File: config.mk
export PLATFORM = sky130hd
export DESIGN_NAME = univ_shift_register
export DESIGN_NICKNAME = d
export VERILOG_FILES = /design/src/rtl/univ_shift_register.sv
export SDC_FILE = /design/constraint.sdc
export NUM_CORES = 1
export LEC_CHECK = 0
export CAP_MARGIN = 20
export CELL_PAD_IN_SITES_DETAIL_PLACEMENT = 1
export CELL_PAD_IN_SITES_GLOBAL_PLACEMENT = 2
export CORE_ASPECT_RATIO = 0.5
export CORE_UTILIZATION = 26
export CTS_CLUSTER_DIAMETER = 150
export DETAILED_ROUTE_END_ITERATION = 12
export GPL_ROUTABILITY_DRIVEN = 1
export PLACE_DENSITY_LB_ADDON = 0.1
export SYNTH_ARGS = -nofsm -noshare
export SYNTH_HDL_FRONTEND = slang
export SYNTH_SLANG_ARGS = --single-unit
File: constraint.sdc
create_clock -name clk -period 1.8 [get_ports clk]
set_input_delay 0.45 -clock clk [delete_from_list [all_inputs] [get_ports clk]]
set_output_delay 0.45 -clock clk [all_outputs]
set_load 0.1 [all_outputs]
File: src/rtl/univ_shift_register.sv
// univ_shift_register: N-bit universal shift register with parallel load,
// free-running single-step shifts and counted multi-step shifts.
// Shift kinds: logical (serial-in), rotate, and arithmetic.
// Optional feature macro: USR_ARITH_EN. When it is defined, mode 2'b10 is an
// arithmetic shift. When it is undefined, mode 2'b10 behaves as a logical
// shift and no sign-replication path is built.
module univ_shift_register #(
  parameter int N  = 8,
  parameter int CW = 4
) (
  input  logic          clk,
  input  logic          rst,
  input  logic          ld,
  input  logic [N-1:0]  qin,
  input  logic          shQ,
  input  logic          start,
  input  logic [CW-1:0] cnt,
  input  logic          dir,
  input  logic [1:0]    mode,
  input  logic          sin,
  output logic [N-1:0]  qout,
  output logic          sout,
  output logic          busy,
  output logic          done
);

  typedef enum logic {
    IDLE  = 1'b0,
    SHIFT = 1'b1
  } state_t;

  state_t        state_reg;
  logic [N-1:0]  q_reg;
  logic [CW-1:0] count_reg;   // steps still to perform in a counted shift
  logic          dir_reg;     // direction captured when the counted shift starts
  logic [1:0]    mode_reg;    // mode captured when the counted shift starts
  logic          done_reg;

  logic          active_dir;
  logic [N-1:0]  step_live;
  logic [N-1:0]  step_latched;

  // One shift position. Only the bit entering the register differs between
  // modes. Reserved mode 2'b11 falls into the logical (serial-in) default.
  function automatic logic [N-1:0] shift_step(
    input logic [N-1:0] q,
    input logic         d,
    input logic [1:0]   m,
    input logic         s
  );
    logic fill;
    if (d == 1'b0) begin
      case (m)
        2'b01:   fill = q[0];
`ifdef USR_ARITH_EN
        2'b10:   fill = q[N-1];
`endif
        default: fill = s;
      endcase
      shift_step = {fill, q[N-1:1]};
    end else begin
      case (m)
        2'b01:   fill = q[N-1];
`ifdef USR_ARITH_EN
        2'b10:   fill = 1'b0;
`endif
        default: fill = s;
      endcase
      shift_step = {q[N-2:0], fill};
    end
  endfunction

  // Step candidates: live controls for single steps, captured ones for counted shifts
  always_comb begin
    step_live    = shift_step(q_reg, dir, mode, sin);
    step_latched = shift_step(q_reg, dir_reg, mode_reg, sin);
  end

  // Control FSM and data register; priority rst > ld > counted step > start > shQ
  always_ff @(posedge clk) begin
    if (rst) begin
      state_reg <= IDLE;
      q_reg     <= '0;
      count_reg <= '0;
      dir_reg   <= 1'b0;
      mode_reg  <= 2'b00;
      done_reg  <= 1'b0;
    end else if (ld) begin
      // A load also cancels any counted shift in flight, silently.
      q_reg     <= qin;
      state_reg <= IDLE;
      done_reg  <= 1'b0;
    end else begin
      case (state_reg)
        SHIFT: begin
          q_reg     <= step_latched;
          count_reg <= count_reg - CW'(1);
          if (count_reg == CW'(1)) begin
            state_reg <= IDLE;
            done_reg  <= 1'b1;
          end else begin
            done_reg  <= 1'b0;
          end
        end
        default: begin
          if (start) begin
            if (cnt == '0) begin
              // Zero-length request completes immediately without moving data.
              done_reg <= 1'b1;
            end else begin
              count_reg <= cnt;
              dir_reg   <= dir;
              mode_reg  <= mode;
              state_reg <= SHIFT;
              done_reg  <= 1'b0;
            end
          end else if (shQ) begin
            q_reg    <= step_live;
            done_reg <= 1'b0;
          end else begin
            done_reg <= 1'b0;
          end
        end
      endcase
    end
  end

  assign active_dir = (state_reg == SHIFT) ? dir_reg : dir;
  assign qout       = q_reg;
  assign sout       = active_dir ? q_reg[N-1] : q_reg[0];
  assign busy       = (state_reg == SHIFT);
  assign done       = done_reg;

endmodule

-- Word level (Yosys, flattened, before mapping)
Index checks and enable logic that the tools add are counted.
- add/subtract/negate cells: 1
- equal/unequal tests: 5
- muxes and demuxes: 23
- bitwise gates (word level): 3
- reduce and logical (&&, ||, !) cells: 7
- operator list (kind ; count):
    $mux 8 ; 6
    $mux 1 ; 14
    $mux 4 ; 3
    $eq 2x1->1 const B ; 2
    $eq 4x1->1 const B ; 1
    $logic_not 4->1 ; 1
    $reduce_and 4->1 ; 1
    $sub 4x1->4 const B ; 1
    $ne 3x2->1 const B ; 1
    $not 1->1 ; 3
    $reduce_and 3->1 ; 1
    $reduce_bool 3->1 ; 1
    $ne 2x2->1 const B ; 1
    $reduce_and 2->1 ; 1
    $reduce_bool 2->1 ; 1
    $reduce_or 2->1 ; 1
- flip-flop bits (word level): 17
- input port bits: 21
- output and inout bits: 11
- word-level logic and storage cells: 45

-- Logic depth before layout (Yosys ltp)
Gate-level depths: netlist (run 1).
- depth in word-level cells: 7
- gate-level depth with buffers: 6
- gate-level depth less buffers: 6

-- Least setup slack after synthesis (run 1)
Ideal clock, no wire load.
- kind: register to output
- from: reg state_reg, in the netlist busy
- to: out sout
- arrival time: 3.514 ns
- data required time: 1.350 ns
- path slack: -2.164 ns
- stages on the path, launching flop included: 4
- path buffers: 1
- cell sequence: dfxtp_1 -> mux2i_2 -> buf_6 -> o21ai_0
- cells in the longest elaborated chain, start to end: 2
- ends and longest elaborated chain (item ; RTL line ; text):
    start, declared ; 32 ; state_t state_reg;
    start signal, assigned ; 82 ; state_reg <= IDLE;
    start signal, assigned ; 91 ; state_reg <= IDLE;
    start signal, assigned ; 99 ; state_reg <= IDLE;
    $mux 1 ; 128 ; assign active_dir = (state_reg == SHIFT) ? dir_reg : dir;
    $mux 1 ; 130 ; assign sout = active_dir ? q_reg[N-1] : q_reg[0];
    end, declared ; 22 ; output logic sout,
Every way passes these cells.

-- Worst setup path after layout (run 1)
Ends and elaborated chain as after synthesis.

==> out/qor.csv, run 1 <==
stage;metric;value;unit
worst_setup_path;worstPathRequired;1.35;ns
synthesis;syn_nets;144;
global_routing;grt_pass1_vias;1112;
worst_setup_path;r2r_start;busy$_SDFF_PP0_;
die;row_count;15;
worst_setup_path;reg2reg_to;qout[2]$_SDFFE_PP0P_;
clock_network;cts_tree;done;
die;io_pins;32;
hold_path;hold_path.class;register to register;
worst_setup_path;r2r_slack;0.22;ns
global_routing;grtUsageMet2;0.262;
finish;layout_common_cells;buf_4 (23), clkdlybuf4s50_1 (19), nor2_1 (15), dfxtp_1 (14), buf_12 (12);
timing;max_freq;0.574;GHz
global_routing;grt_pass1_wl;5230;µm
worst_setup_path;critPathLaunchType;register;
synthesis;synth_seq_cells;17;
finish;n_antenna_cell;0;
timing;setup_viol;0;
synthesis;postSynthAreaPerCell;8.59;µm²
synthesis;seq_area_frac_synth;0.327;
detailed_routing;wirelength;3170;µm
global_routing;grt_overflow;0;
clock_network;htreeDepth;1;
placement;numPortBuffers;31;
synthesis;syn-cell-area;0.00104;mm²
clock_network;worstSkewPairLatency;0.26;ns
die;core;0.00362;mm²
die;die_area;0.00427;mm²
placement;dp.final_hpwl;2410;µm
worst_setup_path;crit_fanout;3;
die;start_util;0.287;
synthesis;synth.distinct_cells;38;
finish;final_common_cell;buf_4;
global_routing;gr-usage-met1;0.217;
synthesis;synth_async_sr_flop_share;0;
timing;finalMaxSlewViolations;0;
finish;largest_register_ffs;8;
timing;fin_crit_sh;0.967;
global_routing;grtUsageMet3;0.0429;
job;max-cap-violations;0;
detailed_routing;drt_iter0_markers;16;
detailed_routing;drc;0;
global_routing;antenna_found_initial;0;
synthesis;syn-instance-count;121;
synthesis;ys.flop_type;dfxtp_1;
die;die_w;91.4;µm
die;die_h;46.7;µm
finish;final_nets;197;
placement;globalplace.congestion;0.734;
placement;dp.cells;216;
clock_network;clockBufferDepth;2;
worst_setup_path;critPathLaunch;busy$_SDFF_PP0_;
global_routing;grt_max_degree;24;
timing;period_minus_slack;1.74;ns
timing;setup_ws;0.0592;ns
power;vdd_drop_max;0.301;mV
finish;area_growth;69.1;%
global_routing;grt.busiest_layer;met2;
detailed_routing;num_vias;1101;
detailed_routing;drt_first_pass_iters;4;
clock_network;cts_buffers;3;
power;power_density;698;mW/mm²
worst_setup_path;worstSetupEndpoint;sout;
global_routing;grt_util_all_layers;0.164;
timing;hold_viol;0;
clock_network;cts_sinks;17;
finish;post_route_cells_drive_above_1_share;0.295;
finish;n_fill_cell;421;
synthesis;yosysWarnings;0;
timing;skew;0.00338;ns
placement;place_ws;-0.223;ns
timing;tightest_slew;0.490;ns
synthesis;synth_edf_count;0;
status;outcome;completed;
power;p_leak;0.679;nW
worst_setup_path;setup.worst_path.class;register to output pin;
finish;finalNonFillerCells;224;
timing;rsz0062_at_grt;no;
worst_setup_path;cp.arrival;1.29;ns
detailed_routing;ant_nets;0;
timing;max-slew-margin-rel;0.671;
detailed_routing;wire_per_inst;14.1;µm
worst_setup_path;cp-end-kind;output pin;
worst_setup_path;reg2regPathDepth;7;
clock_network;cts_root_buf;clkbuf_8;
detailed_routing;vias_per_cell;4.92;
clock_network;clk_transition_reported_paths;0.07;ns
## logic make-up after synthesis
kind of cell             Yosys count  share of synthesized area
buffers and inverters             17                     0.0770
AO/OA/AOI/OAI                     39                      0.310
adder cells (fa/ha/maj)            2                     0.0241
multiplexers                       4                     0.0421
AND/OR/NAND/NOR                   42                      0.219
flip-flops                        17                      0.327
## where the power goes
| group | switching, mW | internal, mW | leakage (nW) |
|---|---|---|---|
| registers | 0.0381 | 0.404 | 0.142 |
| clock network | 0.143 | 0.154 | 0.0255 |
| logic | 0.271 | 0.216 | 0.512 |
| total | 0.452 | 0.774 | 0.679 |
## layer usage
metal  share of wire  vias to the layer above
li1                -                      565
met1            0.52                      508
met2            0.42                       23
met3           0.043                        5
met4           0.013                        0
met5               0                        -
## stage by stage
| stage | hold WS [ns] | power [mW] | utilization | instance area (µm²) | TNS [ns] |
|---|---|---|---|---|---|
| detailed placement | 0.530 | 0.928 | 0.463 | 1680 | -2.69 |
| CTS | 0.543 | 1.24 | 0.479 | 1740 | 0 |
| floorplan | 0.479 | 0.712 | - | 1070 | -0.0532 |
| global route | 0.573 | 1.29 | 0.485 | 1760 | 0 |
| finish | 0.540 | 1.23 | 0.485 | 1760 | 0 |
| global placement | 0.522 | 0.926 | 0.463 | 1680 | -2.39 |
## synth_stat cells (2+ instances only)
master      n  area, µm²
nand3b_1    8       60.1
o21ai_0     4       20.0
nand2_1     2       7.51
mux2i_1     3       30.0
ha_1        2       25.0
a31oi_1     2       12.5
a211oi_1    8       60.1
nor3_1      4       20.0
inv_1       9       33.8
clkbuf_1    3       11.3
nor4_1      3       18.8
nor2_1     15       56.3
and2b_1     3       22.5
o41ai_1     6       52.6
nor2b_1     3       18.8
o2111ai_1   3       26.3
buf_4       2       15.0
dfxtp_1    17        340
a21oi_1     5       25.0
## area by class of cell
type,instances,area (µm²),share of cell area
tap,51,63.8,0.0363
multi-input combinational,87,649,0.369
inverter,10,37.5,0.0214
clock inverter,1,5.00,0.00285
sequential,17,349,0.199
timing repair buffer,55,612,0.348
clock buffer,3,41.3,0.0235
## worst min-delay path by stage
stage,from,endpoint,slack [ns],cells past startpoint
3_3_place_gp,count_reg[1]$_SDFFE_PP0P_,count_reg[1]$_SDFFE_PP0P_,0.52,2
2_1_floorplan,count_reg[1]$_SDFFE_PP0P_,count_reg[1]$_SDFFE_PP0P_,0.48,2
4_1_cts,count_reg[1]$_SDFFE_PP0P_,count_reg[1]$_SDFFE_PP0P_,0.54,2
5_1_grt,count_reg[1]$_SDFFE_PP0P_,count_reg[1]$_SDFFE_PP0P_,0.57,2
3_5_place_dp,count_reg[1]$_SDFFE_PP0P_,count_reg[1]$_SDFFE_PP0P_,0.53,2
6_report,count_reg[1]$_SDFFE_PP0P_,count_reg[1]$_SDFFE_PP0P_,0.54,2
## worst max-delay path, stage by stage (launching register included)
cell and delay (ns):
dfxtp_4 0.36, mux2i_4 0.19, buf_4 0.15, o21ai_4 0.13, buf_12 0.19
## what timing repair did
| item | 4_1_cts | 5_1_grt |
|---|---|---|
| pin swaps | 0 | 4 |
| hold buffers | 0 | 0 |
| setup buffers | 2 | 2 |
| gates resized for setup | 1 | 1 |
| endpoints found under the setup margin | 1 | 9 |
No activity file was read; power rests on OpenSTA's default activity.
==> inputs of run 2 (changes only) <==
--- a/config.mk
+++ b/config.mk
@@ -9,11 +9,13 @@
 export CELL_PAD_IN_SITES_DETAIL_PLACEMENT = 1
 export CELL_PAD_IN_SITES_GLOBAL_PLACEMENT = 2
 export CORE_ASPECT_RATIO = 0.5
+export CORE_MARGIN = 8
 export CORE_UTILIZATION = 26
 export CTS_CLUSTER_DIAMETER = 150
 export DETAILED_ROUTE_END_ITERATION = 12
 export GPL_ROUTABILITY_DRIVEN = 1
 export PLACE_DENSITY_LB_ADDON = 0.1
+export SLEW_MARGIN = 15
 export SYNTH_ARGS = -nofsm -noshare
 export SYNTH_HDL_FRONTEND = slang
 export SYNTH_SLANG_ARGS = --single-unit
==> run 2 against run 1 <==
Effect of this change:
- combinational power fell by 1%
- clock skew fell by 0.0020 ns
- fmax fell by 0.96%
- count of clock-buffer cells in the layout rose by 1
- core utilization fell by 3.4 points
- non-clock buffer count fell by 3
- critical path depth did not move
- cell count did not move
- total power fell by 1.3%
- setup slack got worse by 0.017 ns
- first-iteration DRC count rose by 63%
==> out/qor.csv, run 2 (same netlist as run 1, synthesis figures left out) <==
stage;metric;value;unit
finish;post_route_cells_drive_above_1_share;0.288;
timing;rsz0062_at_grt;yes;
die;die_h;60.7;µm
power;power_density;694;mW/mm²
worst_setup_path;critPathLaunchType;register;
worst_setup_path;worstPathRequired;1.35;ns
timing;setup_viol;0;
power;power_frac_comb;0.397;
power;p_sw;0.439;mW
placement;place_ws;-0.242;ns
detailed_routing;ant_nets;0;
global_routing;antenna_found_initial;0;
power;swShare;0.363;
detailed_routing;drt_iter0_markers;26;
placement;globalplace.congestion;0.745;
placement;dp.cells;217;
placement;numPortBuffers;31;
detailed_routing;vias_per_cell;4.88;
die;core;0.00386;mm²
global_routing;grt_pass1_wl;5620;µm
detailed_routing;drt_first_pass_iters;4;
finish;area_growth;67.7;%
timing;hold_viol;0;
die;die_area;0.00640;mm²
power;p_int;0.772;mW
timing;skew;0.00142;ns
finish;final_common_cell;buf_4;
global_routing;grt_util_all_layers;0.110;
clock_network;htreeDepth;1;
worst_setup_path;crit_fanout;3;
finish;finalNonFillerCells;224;
finish;final_nets;194;
status;outcome;completed;
clock_network;worstSkewPairLatency;0.25;ns
worst_setup_path;setup.worst_path.class;register to output pin;
finish;layout_common_cells;buf_4 (20), clkdlybuf4s50_1 (19), nor2_1 (15), dfxtp_1 (13), buf_12 (12);
clock_network;cts_sinks;17;
hold_path;hold_path.class;register to register;
clock_network;cts_root_buf;clkbuf_8;
timing;max-slew-margin-rel;0.764;
clock_network;clk_transition_reported_paths;0.07;ns
timing;setup_ws;0.0423;ns
detailed_routing;wirelength;3390;µm
power;clkPwrFrac;0.237;
die;io_pins;32;
timing;max_freq;0.569;GHz
global_routing;grt_pass1_vias;1174;
clock_network;cts-hold-fix-buffers;0;
timing;period_minus_slack;1.76;ns
worst_setup_path;cp-end-kind;output pin;
clock_network;cts_tree;done;
job;max-cap-violations;0;
power;vdd_drop_max;0.314;mV
power;p_leak;0.664;nW
global_routing;grt_max_degree;24;
die;die_w;105;µm
worst_setup_path;cp.arrival;1.31;ns
finish;n_antenna_cell;0;
detailed_routing;wire_per_inst;15.1;µm
detailed_routing;drc;0;
global_routing;grt_overflow;0;
timing;finalMaxSlewViolations;0;
timing;fin_crit_sh;0.976;
placement;dp.final_hpwl;2630;µm
die;start_util;0.269;
finish;largest_register_ffs;8;
clock_network;cts_buffers;3;
die;row_count;16;
power;p_seq_frac;0.366;
timing;tightest_slew;0.352;ns
clock_network;clockBufferDepth;2;
detailed_routing;num_vias;1094;
-- run 2: cell types whose count changed in the layout (fill, tap and decap cells not counted), sizes merged --
cell	before	now
clkbuf	3	4
clkinv	2	1
buf	35	32
-- run 2: final cells by class --
| cell class | count | area, µm² |
|---|---|---|
| tap | 54 | 67.6 |
| multi-input combinational | 87 | 654 |
| clock buffer | 4 | 45.0 |
| inverter | 10 | 37.5 |
| timing repair buffer | 52 | 589 |
| sequential | 17 | 350 |
| fill | 455 | 2120 |
-- run 2: what timing repair did --
item                       CTS  global route
setup endpoints to repair    1            11
hold endpoints to repair     0             0
gates resized for setup      1             3
pin swaps                    0             2
setup buffers                0             3
-- run 2: critical path, cell delays in order (launching register included) --
cell     delay [ns]
dfxtp_4        0.36
mux2i_4        0.19
buf_4          0.15
o21ai_4        0.16
buf_12         0.19
-- run 2: path summary, 6_finish.rpt --
path                             start                         to  slack [ns]  depth (start not counted)
max                    busy$_SDFF_PP0_                       sout        0.04                          4
min          count_reg[1]$_SDFFE_PP0P_  count_reg[1]$_SDFFE_PP0P_        0.52                          2
max reg2reg            busy$_SDFF_PP0_       qout[5]$_SDFFE_PP0P_        0.22                          7
min reg2reg  count_reg[1]$_SDFFE_PP0P_  count_reg[1]$_SDFFE_PP0P_        0.52                          2
-- run 2: stage by stage --
step	util	hold WS [ns]	TNS, ns	power [mW]	cell area, µm²
final	0.451	0.521	0	1.21	1740
after global routing	0.451	0.561	-0.0149	1.27	1740
after CTS	0.442	0.531	0	1.22	1710
after detailed placement	0.431	0.521	-2.89	0.926	1660
after global placement	0.431	0.513	-2.84	0.923	1660
after floorplan	-	0.479	-0.0532	0.712	1070
-- run 2: power by group through the flow --
stage / combinational, mW / sequential (mW) / clock, mW
after floorplan: 0.155 / 0.558 / 0
after global placement: 0.471 / 0.452 / 0
after detailed placement: 0.474 / 0.452 / 0
after CTS: 0.474 / 0.444 / 0.305
after global routing: 0.512 / 0.448 / 0.312
final: 0.481 / 0.443 / 0.287
-- run 2: metal layers --
metal,wire length (µm),vias up,GRT usage
met5,0,-,0
met2,1480,22,0.180
met1,1730,517,0.139
li1,-,553,-
met4,12,0,0.0181
met3,161,2,0.0403
